==> config.mk <==
export PLATFORM = sky130hd
export DESIGN_NAME = free_list_allocator_32
export DESIGN_NICKNAME = d
export VERILOG_FILES = /design/src/rtl/free_list_allocator_32_pkg.sv /design/src/rtl/free_list_allocator_32_prio.sv /design/src/rtl/free_list_allocator_32.sv
export SDC_FILE = /design/constraint.sdc
export NUM_CORES = 1
export LEC_CHECK = 0
export ABC_AREA = 1
export CORE_UTILIZATION = 46
export CTS_CLUSTER_SIZE = 20
export DETAILED_ROUTE_END_ITERATION = 8
export PLACE_DENSITY = 0.68
export SLEW_MARGIN = 0
export SYNTH_ARGS = -nofsm -noshare
export SYNTH_HDL_FRONTEND = slang
export SYNTH_SLANG_ARGS = --single-unit
==> constraint.sdc <==
create_clock -name clk -period 3.43 [get_ports clk]
set_input_delay 0.686 -clock clk [delete_from_list [all_inputs] [get_ports clk]]
set_output_delay 0.686 -clock clk [all_outputs]
set_load 0.02 [all_outputs]
==> src/rtl/free_list_allocator_32_pkg.sv <==
// mips_core_pkg: shared pool sizing types and reset-count helper for the core's free lists
package mips_core_pkg;
  localparam int FREE_LIST_DEPTH = 32;
  typedef logic [4:0] pool_idx_t;
  typedef logic [5:0] pool_cnt_t;
  function automatic pool_cnt_t free_slots(input logic [31:0] mask);
    pool_cnt_t n;
    n = 6'(FREE_LIST_DEPTH);
    for (int i = 0; i < FREE_LIST_DEPTH; i++) n = n - {5'd0, mask[i]};
    return n;
  endfunction
endpackage

==> src/rtl/free_list_allocator_32_prio.sv <==
// priority_encoder_32: index of the lowest (or highest) input equal to SIGNAL, 0 when none match
module priority_encoder_32
  import mips_core_pkg::*;
#(
  parameter bit HIGH_PRIORITY = 1'b0,
  parameter bit SIGNAL        = 1'b1
) (
  input  logic      in_bits [FREE_LIST_DEPTH],
  output pool_idx_t idx
);
  // scan so that the preferred end is assigned last and wins
  always_comb begin
    idx = '0;
    if (HIGH_PRIORITY) begin
      for (int i = 0; i < FREE_LIST_DEPTH; i++) if (in_bits[i] == SIGNAL) idx = 5'(i);
    end else begin
      for (int i = FREE_LIST_DEPTH - 1; i >= 0; i--) if (in_bits[i] == SIGNAL) idx = 5'(i);
    end
  end
endmodule

==> src/rtl/free_list_allocator_32.sv <==
// free_list_allocator_32: 32-entry free/busy bitmap granting the lowest free entry each cycle
module free_list_allocator_32
  import mips_core_pkg::*;
#(
  parameter logic [31:0] RESERVED_MASK = 32'h0000_0001,
  parameter int          FREE_LATENCY  = 0
) (
  input  logic       clk,
  input  logic       rst,
  input  logic       alloc_req,
  output logic       alloc_grant,
  output logic [4:0] alloc_idx,
  input  logic       free_valid,
  input  logic [4:0] free_idx,
  input  logic       flush,
  output logic [5:0] free_count,
  output logic       pool_empty,
  output logic       double_free_err
);
  localparam pool_cnt_t RESET_CNT = free_slots(RESERVED_MASK);
  logic [31:0] free_bits, free_bits_n;
  pool_cnt_t   cnt_n;
  logic        pend_valid, pend_valid_n, legal_free, set_valid, err_n;
  pool_idx_t   pend_idx, set_idx, enc_idx;
  logic        enc_in [FREE_LIST_DEPTH];
  // present the bitmap to the encoder as its unpacked input
  always_comb for (int i = 0; i < FREE_LIST_DEPTH; i++) enc_in[i] = free_bits[i];
  priority_encoder_32 #(.HIGH_PRIORITY(1'b0), .SIGNAL(1'b1)) u_enc (
    .in_bits(enc_in),
    .idx    (enc_idx)
  );
  assign alloc_grant = alloc_req & (|free_bits) & ~flush & ~rst;
  assign alloc_idx   = enc_idx;
  // next bitmap/count: grant clears, legal free sets (now or via pending), flush restores
  always_comb begin
    legal_free   = free_valid & ~free_bits[free_idx] & ~RESERVED_MASK[free_idx]
                   & ~(pend_valid & (pend_idx == free_idx));
    set_valid    = (FREE_LATENCY != 0) ? pend_valid : legal_free;
    set_idx      = (FREE_LATENCY != 0) ? pend_idx : free_idx;
    free_bits_n  = free_bits;
    if (alloc_grant) free_bits_n[alloc_idx] = 1'b0;
    if (set_valid) free_bits_n[set_idx] = 1'b1;
    cnt_n        = free_count - {5'd0, alloc_grant} + {5'd0, set_valid};
    pend_valid_n = (FREE_LATENCY != 0) & legal_free;
    err_n        = double_free_err | (free_valid & ~legal_free & ~flush);
    if (flush) begin
      free_bits_n  = ~RESERVED_MASK;
      cnt_n        = RESET_CNT;
      pend_valid_n = 1'b0;
    end
  end
  // pool state with asynchronous restore to the reserved-only configuration
  always_ff @(posedge clk or posedge rst) begin
    if (rst) begin
      free_bits       <= ~RESERVED_MASK;
      free_count      <= RESET_CNT;
      pool_empty      <= (RESET_CNT == 6'd0);
      double_free_err <= 1'b0;
      pend_valid      <= 1'b0;
      pend_idx        <= '0;
    end else begin
      free_bits       <= free_bits_n;
      free_count      <= cnt_n;
      pool_empty      <= (cnt_n == 6'd0);
      double_free_err <= err_n;
      pend_valid      <= pend_valid_n;
      pend_idx        <= free_idx;
    end
  end
endmodule

==> results.yml <==
timing:
  fin_skew_ns: 0.00514
  slew_violations: 0
  tightest_slew_ns: 0.516
  relSlewSlack_pct: 65.6
  hold_ws_ns: 0.479
  setup_slack_ns: -0.0250
  finalSetupViolCount: 1
  max_freq_ghz: 0.289
  fin_setup_tns_ns: -0.0250
  rsz0062_at_grt: "true"
  fin_crit_sh_pct: 101
  hold_viol: 0
  fin_crit_ns: 3.46
yosys:
  syn_area_per_cell_um2: 6.86
  yosys_warnings: 0
  synthCells: 424
  yosysSeqAreaShare_pct: 36.0
  ys_ff_latch: 40
  syn_area_um2: 2910
  syn_nets: 441
  synth_cell_types: 38
clock_tree:
  cts_tree: "built"
  htree_levels: 2
  holdBufCountCts: 0
  cts_root_buf: "clkbuf_8"
  numCtsBuffers: 5
  cts_max_path_buffers: 2
  clock-sinks: 40
  clk_pin_slew_ns: 0.08
  insertion_delay_ns: 0.30
power_and_ir_drop:
  power.internal_uw: 898
  seq_power_share_pct: 38.8
  cellLeakagePower_uw: 0.00196
  clockPowerShare_pct: 23.0
  p_comb_share_pct: 38.1
  swShare_pct: 34.9
  power_density_nw_per_um2: 356
  p_total_uw: 1380
  p_sw_uw: 482
  ir_drop_uv: 346
global_routing:
  grt_pass1_vias: 3053
  grt-ovfl-total: 0
  antenna_found_initial: 0
  met3_usage_pct: 5.22
  grt-busiest-layer: "met2"
  met2_usage_pct: 48.3
  track_usage_pct: 30.8
  grt_max_degree: 41
  grt_pass1_wl_um: 15000
  met1_usage_pct: 40.4
cells_and_area:
  drive_above_1_share_pct: 29.0
  antenna_cells: 0
  fill_cells: 559
  final_cells: 579
  fin_nets: 520
  area_delta_synth_final_pct: 33.5
worst_setup_path:
  crit_path_max_fanout: 5
  endpoint: "pool_empty$_DFF_PP0_"
  worstPathRequired_ns: 3.65
  r2r_start: "free_bits[31]$_DFF_PP1_"
  ff2ff_setup_slack_ns: 0.17
  start_kind: "input port"
  arrival_ns: 3.67
  critPathCaptureType: "flip-flop"
  worstSetupPathType: "input port to flip-flop"
  r2r_end: "pool_empty$_DFF_PP0_"
  cp-startpoint: "free_idx[0]"
  reg2regPathDepth: 16
floorplan:
  start_util_pct: 48.5
  dieArea_um2: 6640
  core-area_um2: 5990
  top_level_ports: 24
  die_y_um: 81.5
  die_w_um: 81.5
  rows: 28
detailed_routing:
  drt-initial-drc-count: 246
  vias_per_cell: 5.55
  vias: 3211
  wire_per_inst_um: 16.1
  drtPass1Iterations: 5
  drcViolationCount: 0
  routed_wl_um: 9340
  ant_nets: 0
min_path:
  hp-class: "flip-flop to flip-flop"
placement:
  io_buffers: 23
  dp_cells: 564
  preCtsSetupSlack_ns: -0.805
  routabilityCongestion: 0.977
  dpl.hpwl_um: 6730
run_status:
  violations: "setup timing"
  status: "complete, but fails checks"
job:
  max_cap_viol_count: 0
how the worst min path moves through the flow:
stage / start / endpoint / cells after the start
floorplan: free_bits[12]$_DFF_PP1_ / free_bits[12]$_DFF_PP1_ / 2
global placement: double_free_err$_DFF_PP0_ / double_free_err$_DFF_PP0_ / 1
detailed placement: free_bits[12]$_DFF_PP1_ / free_bits[12]$_DFF_PP1_ / 2
CTS: free_bits[8]$_DFF_PP1_ / free_bits[8]$_DFF_PP1_ / 2
global route: free_bits[8]$_DFF_PP1_ / free_bits[8]$_DFF_PP1_ / 2
finish: free_bits[8]$_DFF_PP1_ / free_bits[8]$_DFF_PP1_ / 2
cell families (layout without fill, tap and decap cells):
group / Yosys count / after routing / share of synthesized area (%)
AO/OA/AOI/OAI: 56 / 56 / 11.9
XOR/XNOR: 3 / 3 / 0.904
AND/OR/NAND/NOR: 231 / 231 / 36.3
adder cells (fa/ha/maj): 7 / 7 / 3.27
buffers and inverters: 87 / 167 / 11.6
flip-flops: 40 / 40 / 36.0
Yosys cell counts:
cell / n / share of area [%]
nand2_1: 112 / 14
inv_1: 72 / 9.3
nand3_1: 45 / 7.7
dfstp_2: 36 / 33
nor2_1: 35 / 4.5
o21ai_0: 20 / 3.4
nand4_1: 16 / 3.4
nor3_1: 11 / 1.9
a21oi_1: 9 / 1.5
o22ai_1: 9 / 1.9
clkbuf_1: 6 / 0.77
ha_1: 6 / 2.6
dfrtp_1: 4 / 3.4
inv_2: 4 / 0.52
a22oi_1: 3 / 0.77
buf_2: 3 / 0.52
nand2_8: 3 / 2.1
o221ai_1: 3 / 0.90
a211oi_1: 2 / 0.52
a221oi_1: 2 / 0.60
nor4_1: 2 / 0.43
o311ai_0: 2 / 0.60
o31ai_1: 2 / 0.52
or2_2: 2 / 0.43
xor2_1: 2 / 0.60
a311oi_1: 1 / 0.30
a31o_2: 1 / 0.30
and2_1: 1 / 0.22
buf_6: 1 / 0.39
clkinv_1: 1 / 0.13
fa_1: 1 / 0.69
nand2_2: 1 / 0.22
nand2_4: 1 / 0.39
nand3b_1: 1 / 0.26
o211ai_1: 1 / 0.26
o21ai_1: 1 / 0.17
or4_1: 1 / 0.26
xnor2_1: 1 / 0.30
sequential cells by signal, summed over array words and instances, names as in the netlist:
signal / count
pool_empty: 1
free_bits: 32
double_free_err: 1
free_count: 6
metrics by stage:
step	area (um2)	utilization, %
finish	3880	64.8
global route	3880	64.8
CTS	3820	63.7
detailed placement	3650	61.0
global placement	3650	61.0
floorplan	3000	-
repair_timing:
item / in CTS / in global routing
setup buffers: 1 / 6
pin swaps: 8 / 9
gates resized for setup: 21 / 17
endpoints found under the setup margin: 5 / 5
endpoints found under the hold margin: 0 / 0
cloned: 0 / 0
worst max-delay path, cell delays in order:
cell and delay [ns]:
dlymetal6s2s_1 0.13, buf_6 0.15, inv_12 0.06, nor2_4 0.05, buf_4 0.14, a221oi_2 0.25, nor2_1 0.08, a211oi_2 0.19
nand3_2 0.15, ha_4 0.26, inv_2 0.06, ha_4 0.12, inv_2 0.04, fa_2 0.36, xor2_1 0.15, nand2_1 0.08
or4_1 0.53, nor3_1 0.18
cells in the final DEF (no fill, tap or decap), types with 2 or more instances in the layout:
master,netlist,final
o21ai_0,20,19
clkbuf_1,6,2
nand2_4,1,2
nand2_2,1,2
o221ai_2,0,3
dfstp_2,36,36
inv_2,4,11
nand2_8,3,4
nor2_4,0,2
buf_4,0,56
xor2_1,2,2
a221oi_2,0,2
nand3_1,45,44
nand4_1,16,16
ha_4,0,2
clkdlybuf4s50_1,0,16
dfrtp_1,4,4
nand2_1,112,109
a22oi_2,0,3
or2_2,2,2
o21ai_1,1,2
ha_1,6,4
nor2_1,35,32
a21oi_1,9,8
buf_6,1,3
o311ai_0,2,2
nor3_1,11,10
clkbuf_2,0,2
dlymetal6s2s_1,0,4
inv_1,72,63
o31ai_1,2,2
clkbuf_8,0,5
nor4_1,2,2
o22ai_1,9,9
routing by layer:
metal  part of all wire, %  vias to the layer above  wire length, um
met2                    46                      157             4280
li1                      -                     1543                -
met5                     0                        -                0
met4                   4.6                        0              425
met1                    42                     1473             3900
met3                   7.8                       38              727
power by group through the flow:
stage	Sequential, uW	Clock, uW	Combinational (uW)
finish	536	318	526
CTS	537	324	506
detailed placement	545	0	486
global placement	543	0	477
floorplan	573	0	265
global route	541	342	580
layout make-up:
| type | count | area, um2 | share of cell area, % |
|---|---|---|---|
| inverter | 77 | 305 | 7.87 |
| clock buffer | 7 | 76.3 | 1.97 |
| clock inverter | 1 | 5.00 | 0.129 |
| timing repair buffer | 82 | 694 | 17.9 |
| sequential | 40 | 1050 | 27.0 |
| multi-input combinational | 297 | 1660 | 42.8 |
| tap | 75 | 93.8 | 2.42 |
(Power assumes the default switching activity.)
